## src/rtl/uart_wb_pkg.sv

```systemverilog
// Shared definitions for the uart Wishbone master: register map, bus
// direction encoding, controller states and the bus command record.
// No logic lives here; the register map mirrors the uart slave.
package uart_wb_pkg;

   // uart slave register map
   localparam logic [1:0] ADDR_TX  = 2'b00;
   localparam logic [1:0] ADDR_RX  = 2'b01;
   localparam logic [1:0] ADDR_DIV = 2'b10;

   // bus direction: this bus uses 0 for write, 1 for read
   localparam logic WE_WRITE = 1'b0;
   localparam logic WE_READ  = 1'b1;

   typedef enum logic [1:0] {
      ST_INIT    = 2'd0,
      ST_IDLE    = 2'd1,
      ST_REQ     = 2'd2,
      ST_RELEASE = 2'd3
   } state_t;

   // one bus transaction as presented to the slave
   typedef struct packed {
      logic [1:0] addr;
      logic       we;
      logic [7:0] data;
   } cmd_t;

endpackage

```

## src/rtl/uart_wb_master.sv

```systemverilog
// Purpose: Wishbone master that turns divider config, TX bytes and RX read strobes into uart register accesses.
// Latency: request seen in IDLE -> wb_stb on the next edge; ack -> RELEASE -> IDLE once ack is sampled low.
// Backpressure: tx_ready drops outside IDLE or while config/TX work is queued; cfg/rx strobes are held as sticky pending flags.
module uart_wb_master #(
   parameter logic [7:0] DEFAULT_DIV = 8'd12,
   parameter int          ACK_TIMEOUT = 32
) (
   input  logic       wb_clk,
   input  logic       reset,
   input  logic [7:0] cfg_div,
   input  logic       cfg_load,
   input  logic [7:0] tx_data,
   input  logic       tx_valid,
   output logic       tx_ready,
   input  logic       rx_req,
   output logic [7:0] rx_data,
   output logic       rx_valid,
   output logic       busy,
   output logic       timeout_err,
   output logic [1:0] wb_addr,
   output logic [7:0] wb_data_out,
   input  logic [7:0] wb_data_in,
   output logic       wb_we,
   output logic       wb_stb,
   input  logic       wb_ack
);

   import uart_wb_pkg::*;

   // last counter value still inside the ack window; the abort happens on the edge that sees it
   localparam logic [7:0] TMO_LAST = 8'(ACK_TIMEOUT - 1);

   state_t     state_q, state_d;
   cmd_t       cmd_q, cmd_d;
   logic       stb_q, stb_d;
   logic       cfg_pend_q, cfg_pend_d;
   logic [7:0] cfg_val_q, cfg_val_d;
   logic       tx_pend_q, tx_pend_d;
   logic [7:0] tx_buf_q, tx_buf_d;
   logic       rx_pend_q, rx_pend_d;
   logic [7:0] tmo_cnt_q, tmo_cnt_d;
   logic [7:0] rx_data_q, rx_data_d;
   logic       rx_valid_q, rx_valid_d;
   logic       tmo_err_q, tmo_err_d;
   logic       tx_ready_q, tx_ready_d;
   logic       busy_q, busy_d;
   logic       start;

   assign wb_addr     = cmd_q.addr;
   assign wb_we       = cmd_q.we;
   assign wb_data_out = cmd_q.data;
   assign wb_stb      = stb_q;
   assign rx_data     = rx_data_q;
   assign rx_valid    = rx_valid_q;
   assign timeout_err = tmo_err_q;
   assign tx_ready    = tx_ready_q;
   assign busy        = busy_q;

   // Next-state logic: capture strobes, arbitrate in IDLE, run the bus handshake and timeout.
   always_comb begin
      state_d     = state_q;
      cmd_d       = cmd_q;
      stb_d       = stb_q;
      cfg_pend_d  = cfg_pend_q;
      cfg_val_d   = cfg_val_q;
      tx_pend_d   = tx_pend_q;
      tx_buf_d    = tx_buf_q;
      rx_pend_d   = rx_pend_q;
      tmo_cnt_d   = tmo_cnt_q;
      rx_data_d   = rx_data_q;
      rx_valid_d  = 1'b0;
      tmo_err_d   = 1'b0;
      start       = 1'b0;

      // strobes are sticky in every state; a repeat overwrites the divider or is absorbed
      if (cfg_load) begin
         cfg_pend_d = 1'b1;
         cfg_val_d  = cfg_div;
      end
      if (rx_req) begin
         rx_pend_d = 1'b1;
      end
      // an accepted byte is parked so a same-cycle config write can still go first
      if (tx_valid && tx_ready_q) begin
         tx_pend_d = 1'b1;
         tx_buf_d  = tx_data;
      end

      unique case (state_q)
         ST_INIT: begin
            // wait out any ack still held from a transaction cut short by reset
            if (!wb_ack) begin
               cmd_d = '{addr: ADDR_DIV, we: WE_WRITE, data: DEFAULT_DIV};
               start = 1'b1;
            end
         end
         ST_IDLE: begin
            // a spurious ack blocks new work until it has been seen low
            if (!wb_ack) begin
               if (cfg_pend_d) begin
                  cmd_d      = '{addr: ADDR_DIV, we: WE_WRITE, data: cfg_val_d};
                  cfg_pend_d = 1'b0;
                  start      = 1'b1;
               end else if (tx_pend_d) begin
                  cmd_d     = '{addr: ADDR_TX, we: WE_WRITE, data: tx_buf_d};
                  tx_pend_d = 1'b0;
                  start     = 1'b1;
               end else if (rx_pend_d) begin
                  cmd_d     = '{addr: ADDR_RX, we: WE_READ, data: 8'h00};
                  rx_pend_d = 1'b0;
                  start     = 1'b1;
               end
            end
         end
         ST_REQ: begin
            if (wb_ack) begin
               stb_d   = 1'b0;
               state_d = ST_RELEASE;
               if (cmd_q.we == WE_READ) begin
                  rx_data_d  = wb_data_in;
                  rx_valid_d = 1'b1;
               end
            end else if (tmo_cnt_q >= TMO_LAST) begin
               stb_d     = 1'b0;
               tmo_err_d = 1'b1;
               state_d   = ST_RELEASE;
            end else if (tmo_cnt_q != 8'hFF) begin
               tmo_cnt_d = tmo_cnt_q + 8'd1;
            end
         end
         ST_RELEASE: begin
            if (!wb_ack) begin
               state_d = ST_IDLE;
            end
         end
         default: begin
            state_d = ST_INIT;
         end
      endcase

      if (start) begin
         stb_d     = 1'b1;
         tmo_cnt_d = 8'd0;
         state_d   = ST_REQ;
      end

      tx_ready_d = (state_d == ST_IDLE) && !cfg_pend_d && !tx_pend_d;
      busy_d     = (state_d != ST_IDLE) || cfg_pend_d || tx_pend_d || rx_pend_d;
   end

   // State and output registers; reset discards any in-flight or pending work.
   always_ff @(posedge wb_clk) begin
      if (reset) begin
         state_q    <= ST_INIT;
         cmd_q      <= '{addr: 2'b00, we: WE_READ, data: 8'h00};
         stb_q      <= 1'b0;
         cfg_pend_q <= 1'b0;
         cfg_val_q  <= 8'h00;
         tx_pend_q  <= 1'b0;
         tx_buf_q   <= 8'h00;
         rx_pend_q  <= 1'b0;
         tmo_cnt_q  <= 8'h00;
         rx_data_q  <= 8'h00;
         rx_valid_q <= 1'b0;
         tmo_err_q  <= 1'b0;
         tx_ready_q <= 1'b0;
         busy_q     <= 1'b1;
      end else begin
         state_q    <= state_d;
         cmd_q      <= cmd_d;
         stb_q      <= stb_d;
         cfg_pend_q <= cfg_pend_d;
         cfg_val_q  <= cfg_val_d;
         tx_pend_q  <= tx_pend_d;
         tx_buf_q   <= tx_buf_d;
         rx_pend_q  <= rx_pend_d;
         tmo_cnt_q  <= tmo_cnt_d;
         rx_data_q  <= rx_data_d;
         rx_valid_q <= rx_valid_d;
         tmo_err_q  <= tmo_err_d;
         tx_ready_q <= tx_ready_d;
         busy_q     <= busy_d;
      end
   end

endmodule

```

## config.mk

```make
export PLATFORM = sky130hd
export DESIGN_NAME = uart_wb_master
export DESIGN_NICKNAME = d
export VERILOG_FILES = /design/src/rtl/uart_wb_pkg.sv /design/src/rtl/uart_wb_master.sv
export SDC_FILE = /design/constraint.sdc
export NUM_CORES = 1
export LEC_CHECK = 0
export CAP_MARGIN = 20
export CELL_PAD_IN_SITES_DETAIL_PLACEMENT = 0
export CELL_PAD_IN_SITES_GLOBAL_PLACEMENT = 1
export CORE_ASPECT_RATIO = 0.7
export CORE_UTILIZATION = 35
export CTS_CLUSTER_DIAMETER = 200
export DETAILED_ROUTE_END_ITERATION = 16
export HOLD_SLACK_MARGIN = 0.03
export PLACE_DENSITY_LB_ADDON = 0.1
export SLEW_MARGIN = 20
export SYNTH_ARGS = -nofsm -noshare
export SYNTH_HDL_FRONTEND = slang
export SYNTH_SLANG_ARGS = --single-unit
```

## constraint.sdc

```tcl
create_clock -name wb_clk -period 2.3 [get_ports wb_clk]
set_clock_uncertainty 0.05 [all_clocks]
set_input_delay 0.46 -clock wb_clk [delete_from_list [all_inputs] [get_ports wb_clk]]
set_output_delay 0.46 -clock wb_clk [all_outputs]
set_load 0.005 [all_outputs]
```

Word-level counts from Yosys, hierarchy flattened:

Index checks and enable logic that the tools add are counted.

* register bits after elaboration: 53
* bits in latches: 0
* memory bits (writable): 0
* ROM bits: 0
* bits of input ports: 30
* output and inout bits: 24
* memories: 0

* add/sub/neg operators: 1
* $mul: 0
* div/mod/pow operators: 0
* order comparisons: 1
* eq/ne operators: 9
* shift operators: 0
* muxes and demuxes: 37
* bitwise gates (word level): 3
* reductions and logical operators: 19

Operator list (count)
* $mux W11: 5
* $mux W1: 23
* $pmux W11 S2: 1
* $mux W8: 2
* $add A8 B1 Y8 const B: 1
* $ge A8 B5 Y1 const B: 1
* $mux W2: 4
* $ne A8 B8 Y1 const B: 1
* $reduce_and A4 Y1: 2
* $reduce_or A3 Y1: 2
* $eq A2 B1 Y1 const B: 2
* $eq A2 B2 Y1 const B: 2
* $ne A2 B2 Y1 const B: 2
* $ne A4 B4 Y1 const B: 1
* $pmux W2 S2: 1
* $reduce_bool A2 Y1: 2
* $logic_and A1 B1 Y1: 3
* $logic_or A1 B1 Y1: 3
* $not A1 Y1: 3
* $reduce_and A3 Y1: 1
* $reduce_bool A3 Y1: 1
* $logic_not A1 Y1: 2
* $logic_not A2 Y1: 1
* $ne A2 B1 Y1 const B: 1
* 3 further kinds: 3

Logic depth before layout (Yosys ltp):

Gate-level depths: netlist (run 1).

* depth in word-level cells: 11
* gate-level depth with buffers: 7
* gate-level depth less buffers: 5

Worst setup path after synthesis (run 1):

No wires, ideal clock.

* path type: input to register
* from: in wb_ack
* to: reg tmo_cnt_q[3]
* setup time: 0.070 ns
* data arrival time: 1.885 ns
* path slack: 0.295 ns
* stages: 6
* cell sequence: buf_6 > or4_4 > or3_1 > buf_2 > or3_1 > a21oi_1

* longest elaborated chain between the ends: 3
* elaborated cells on any way between the ends: 6
* those cells by class: mux: 3; bitwise: 1; reduce/logical: 2

Ends and longest elaborated chain
* from (decl): line uart_wb_master.sv:25 `input logic wb_ack`
* $mux W1 (on tied branches): line uart_wb_master.sv:99, uart_wb_master.sv:92
* $pmux W1 S2: line uart_wb_master.sv:89 `unique case (state_q)`
* $reduce_or A2 Y1 (no source line)
* to (signal assigned): line uart_wb_master.sv:177 `tmo_cnt_q <= tmo_cnt_d;`
* to (decl): line uart_wb_master.sv:41 `logic [7:0] tmo_cnt_q, tmo_cnt_d;`

Parallel ways exist; a longest one is shown, timed or not.
A chain may end at the register's enable or synchronous reset.

Worst setup path after layout (run 1):

* from: in wb_ack
* to: reg tmo_cnt_q[5]

Same word-level chain as after synthesis.

==> flow_summary.json, run 1 <==
{
  "outcome": "completed",
  "clock_latency_ns": 0.29,
  "firstDrtPassIters": 4,
  "dieArea_sq_um": 6390,
  "clock_sink_count": 53,
  "ys_seq_area_frac": 0.500,
  "netlist_area_sq_um": 2120,
  "crit_arrival_ns": 2.19,
  "critPathRequiredTime_ns": 2.50,
  "cap_violations": 0,
  "timing.fmax_mhz": 501,
  "peakVddDrop_mv": 0.225,
  "first_iter_violations": 102,
  "ctsResizeCount": 0,
  "synth_enable_flop_cells": 0,
  "ctsHoldBuffers": 0,
  "power_switching_mw": 0.421,
  "cts_max_level": 2,
  "grt_max_degree": 19,
  "layout-drive-gt1-share": 0.121,
  "ys_seq_elements": 53,
  "synthXorXnorAreaFrac": 0.00825,
  "yosysWarnings": 0,
  "m1WireLength_mm": 2.89,
  "cts-root-buf": "clkbuf_8",
  "die_h_um": 67.2,
  "totalWireLength_mm": 5.30,
  "layout_min_cycle_time_ns": 2.00,
  "synth_top_family_by_area": "compound AO/OA/AOI/OAI gates",
  "synth_cells": 238,
  "worst_pin_slew_ns": 0.448,
  "final-max-slew-violation-count": 0,
  "port_buffers": 53,
  "gr-total-overflow": 0,
  "syn2layout_area_growth_pct": 38.8,
  "worst-path-max-fanout": 4,
  "yosys-top-cells-area": "dfxtp_1 (50%), a21oi_1 (6.8%), nand2_1 (6.7%)",
  "power_frac_seq": 0.564,
  "synthArstFlopShare": 0,
  "synthMuxAreaShare": 0.0424,
  "crit_type": "input port to flop",
  "clk_path_buf_depth": 2,
  "p_int_mw": 1.30,
  "gp_congestion": 0.745,
  "cts_setup_buffers": 0,
  "syn-num-nets": 269,
  "highest_layer": "met4",
  "drc": 0,
  "cts_buffers": 5,
  "antenna_found_initial": 0,
  "die_x_um": 95.1,
  "avgRoutedWirePerCell_um": 13.9,
  "syn_area_per_cell_sq_um": 8.92,
  "antenna_left": 0,
  "grt_util_all_layers": 0.178,
  "core_sq_um": 5780,
  "synth.largest_area_cell": "dfxtp_1",
  "finalPower_mw": 1.72,
  "p_leak_nw": 1.10,
  "cp-start-kind": "input port",
  "wl_met2_mm": 2.06,
  "post-route-util": 0.509,
  "clockPowerShare": 0.293,
  "wl_met3_um": 323,
  "nets": 337,
  "synthAdderAreaFrac": 0.00589,
  "dp_hpwl_mm": 3.97,
  "finalSetupViolCount": 0,
  "n_antenna_cell": 0,
  "power_density_nw_per_um2": 582,
  "min_period_over_period": 0.869,
  "synth_compound_area_frac": 0.220,
  "power_frac_comb": 0.143,
  "ys_types": 40,
  "yosys.area_share.simple": 0.188,
  "hold_class": "flop to flop",
  "rrSetupSlack_ns": 0.44,
  "grt_setup_unrepaired": "no",
  "hold_violations": 0,
  "synth_top_area_frac": 0.500,
  "pin_count": 54,
  "path_clk_slew_ns": 0.09,
  "max_slew_margin": 0.701,
  "initial_core_util": 0.367,
  "grt_first_pass_wirelength_mm": 8.42,
  "synth_ff_type": "dfxtp_1",
  "endpoint_kind": "flop",
  "vias": 1911,
  "rows": 23,
  "vias_per_cell": 5.00,
  "p_sw_frac": 0.245,
  "grt_pass1_vias": 1683,
  "cts_tree": "yes"
}
==> worst max-delay path, stage by stage <==
cell and delay [ns]:
clkdlybuf4s50_1 0.42, or4_4 0.43, or3_1 0.33, buf_4 0.16
nor3_1 0.25, o21a_1 0.14
==> synthesized netlist by cell type (3+ instances only) <==
library cell / count
a211oi_1: 7
a21oi_1: 29
a221oi_1: 8
a22o_1: 6
clkbuf_1: 10
dfxtp_1: 53
inv_1: 4
mux2i_1: 9
nand2_1: 38
nand2b_1: 3
nand3_1: 3
nor2_1: 25
nor3_1: 3
o21ai_0: 6
==> worst paths after layout <==
kind | start | endpoint | cells after the start
max reg2reg | tmo_cnt_q[7]$_SDFFE_PP0P_ | tmo_cnt_q[5]$_SDFFE_PP0P_ | 5
max | wb_ack | tmo_cnt_q[5]$_SDFFE_PP0P_ | 6
min reg2reg | rx_data[7]$_SDFFE_PP0P_ | rx_data[7]$_SDFFE_PP0P_ | 2
min | rx_data[7]$_SDFFE_PP0P_ | rx_data[7]$_SDFFE_PP0P_ | 2
==> sequential cells by signal (all words and copies together) (netlist names) <==
register and cells:
tx_buf_q 8, wb_addr 2, cfg_pend_q 1, rx_data 8, cfg_val_q 8, tmo_cnt_q 8, wb_we 1, timeout_err 1
rx_pend_q 1, rx_valid 1, tx_pend_q 1, wb_data_out 8, state_q 2, wb_stb 1, busy 1, tx_ready 1
==> routing by layer <==
layer / global-route usage / vias up
met5: 0 / -
met1: 0.272 / 878
li1: - / 983
met3: 0.0664 / 2
met2: 0.229 / 48
met4: 0.0398 / 0
==> through the flow <==
stage	worst slack (ns)	setup TNS, ns	hold WS (ns)	cell area [sq um]	std cells
after detailed placement	-0.00452	-0.00452	0.398	2860	374
after global placement	-0.0242	-0.0481	0.392	2860	374
final	0.302	0	0.405	2950	382
after CTS	0.314	0	0.410	2950	382
after global routing	0.195	0	0.429	2950	382
after floorplan	0.295	0	0.386	2120	238
==> power groups by stage <==
stage / Combinational (mW) / Sequential [mW] / Clock, mW
floorplan: 0.114 / 0.984 / 0
global placement: 0.246 / 0.989 / 0
detailed placement: 0.246 / 0.989 / 0
CTS: 0.246 / 0.968 / 0.526
global route: 0.272 / 0.972 / 0.571
finish: 0.245 / 0.967 / 0.504
==> area by class of cell <==
| type | instances | area, sq um |
|---|---|---|
| fill | 579 | 2840 |
| sequential | 53 | 1060 |
| multi-input combinational | 167 | 986 |
| timing repair buffer | 75 | 708 |
| tap | 75 | 93.8 |
| clock buffer | 6 | 72.6 |
| inverter | 4 | 15.0 |
| clock inverter | 2 | 10.0 |
==> layout by cell type (no fill, tap or decap), types with 5 or more instances in the layout <==
cell type         n
buf_4            21
a21oi_1          29
o21ai_0           6
a22o_1            6
a211oi_1          7
dfxtp_1          53
a221oi_1          8
mux2i_1           9
clkbuf_8          5
nand2_1          38
nor2_1           25
clkdlybuf4s50_1  53
==> logic make-up after synthesis <==
group                      Yosys count
xor gates and xnor gates             2
AOI/OAI and AO/OA                   68
buffers and inverters               18
muxes                                9
DFF                                 53
adders and majority gates            1
and+or+nand+nor                     87
No activity file was read; power rests on OpenSTA's default activity.
==> inputs of run 2 (changes only) <==
Settings changed: RECOVER_POWER from default to 100.
==> flow_summary.json, run 2 (synthesis results as in run 1) <==
{
  "p_sw_frac": 0.245,
  "finalSetupViolCount": 0,
  "die_h_um": 67.2,
  "vias": 1899,
  "worst-path-max-fanout": 7,
  "min_period_over_period": 0.929,
  "drc": 0,
  "peakVddDrop_mv": 0.222,
  "first_iter_violations": 112,
  "grt_util_all_layers": 0.178,
  "gp_congestion": 0.745,
  "fillers": 587,
  "ctsHoldBuffers": 0,
  "hold_violations": 0,
  "totalWireLength_mm": 5.29,
  "post-route-util": 0.501,
  "max_slew_margin": 0.677,
  "dp_hpwl_mm": 3.97,
  "rows": 23,
  "cp-start-kind": "input port",
  "antenna_found_initial": 0,
  "vias_per_cell": 4.97,
  "p_int_mw": 1.28,
  "multi_input_area_sq_um": 968,
  "crit_arrival_ns": 2.33,
  "worstPathCellList": "dlygate4sd3_1 -> clkbuf_1 -> or3b_2 -> a311oi_1 -> buf_4 -> a22o_1",
  "grt_setup_unrepaired": "no",
  "grt_max_degree": 19,
  "p_leak_nw": 1.14,
  "final-max-slew-violation-count": 0,
  "final_cell_mix": "dfxtp_1 (53), nand2_1 (38), a21oi_1 (29)",
  "die_x_um": 95.1,
  "gr-total-overflow": 0,
  "grt_pass1_vias": 1683,
  "ctsResizeCount": 0,
  "cap_violations": 0,
  "crit_type": "input port to flop",
  "outcome": "completed",
  "antenna_left": 0,
  "n_antenna_cell": 0,
  "grt_first_pass_wirelength_mm": 8.42,
  "critPathRequiredTime_ns": 2.49,
  "slowest_delay_ns": 0.55,
  "initial_core_util": 0.367,
  "clockPowerShare": 0.295,
  "cts-root-buf": "clkbuf_8",
  "layout_min_cycle_time_ns": 2.14,
  "power_switching_mw": 0.418,
  "syn2layout_area_growth_pct": 36.5,
  "firstDrtPassIters": 4,
  "clock_latency_ns": 0.30,
  "cts_setup_buffers": 0,
  "place_inst": 374,
  "power_density_nw_per_um2": 588,
  "power_frac_comb": 0.138,
  "power_frac_seq": 0.567,
  "final_common_cell": "dfxtp_1",
  "avgRoutedWirePerCell_um": 13.8,
  "core_sq_um": 5780,
  "dieArea_sq_um": 6390,
  "port_buffers": 53,
  "finalSetupTns_ns": 0,
  "layout-drive-gt1-share": 0.0945,
  "cts_buffers": 5,
  "hold_class": "flop to flop",
  "worst_pin_slew_ns": 0.481,
  "pin_count": 54,
  "slowest_stage": "dlygate4sd3_1",
  "cts_tree": "yes",
  "clock_sink_count": 53,
  "nets": 337,
  "endpoint_kind": "flop",
  "path_clk_slew_ns": 0.09,
  "seqCellArea_sq_um": 1060,
  "clk_path_buf_depth": 2,
  "timing.fmax_mhz": 468,
  "final_cells": 382,
  "cts_max_level": 2
}
[run 2: cell types whose count changed in the layout (fill, tap and decap cells not counted), moves of 2 or more]
cell	before	now
dlygate4sd3_1	0	26
a311oi_1	0	2
clkbuf_1	1	6
clkdlybuf4s50_1	53	27
buf_4	21	17
a311oi_2	2	0
[run 2: power groups by stage]
stage	clock (mW)	combinational, mW	sequential, mW
3_5_place_dp	0	0.246	0.989
3_3_place_gp	0	0.246	0.989
6_report	0.502	0.234	0.966
2_1_floorplan	0	0.114	0.984
5_1_grt	0.571	0.260	0.971
4_1_cts	0.526	0.246	0.968
[run 2: critical path, delay by kind of cell]
family / cells / cell delay [ns]
simple gates: 1 / 0.53
compound gates: 2 / 0.42
buf+inv: 3 / 0.92
[run 2: routing by layer]
metal / GRT usage / up-vias / share of wire
li1: - / 983 / -
met1: 0.272 / 871 / 0.56
met2: 0.229 / 43 / 0.39
met3: 0.0664 / 2 / 0.052
met4: 0.0398 / 0 / 0.0055
met5: 0 / - / 0
[run 2: final cells by class]
cell class              instances  share of cell area
clock buffers                   6              0.0250
well taps                      75              0.0324
repair buffers                 75               0.234
multi-input cells             167               0.334
inverters                       4             0.00518
flip-flops and latches         53               0.366
clock inverters                 2             0.00345
[run 2: worst paths after layout]
kind                              from                          end  slack [ns]  depth (start not counted)
max                             wb_ack  wb_data_out[7]$_SDFFE_PP0P_        0.16                          6
min reg2reg    rx_data[7]$_SDFFE_PP0P_      rx_data[7]$_SDFFE_PP0P_        0.40                          2
min            rx_data[7]$_SDFFE_PP0P_      rx_data[7]$_SDFFE_PP0P_        0.40                          2
max reg2reg  tmo_cnt_q[7]$_SDFFE_PP0P_    tmo_cnt_q[5]$_SDFFE_PP0P_        0.44                          5
[run 2: through the flow]
stage	power (mW)	instance area, sq um	hold slack [ns]	setup slack, ns
after floorplan	1.10	2120	0.386	0.295
after global placement	1.23	2860	0.392	-0.0242
after detailed placement	1.24	2860	0.398	-0.00452
after CTS	1.74	2950	0.410	0.314
after global routing	1.80	2900	0.427	0.0979
final	1.70	2900	0.401	0.164
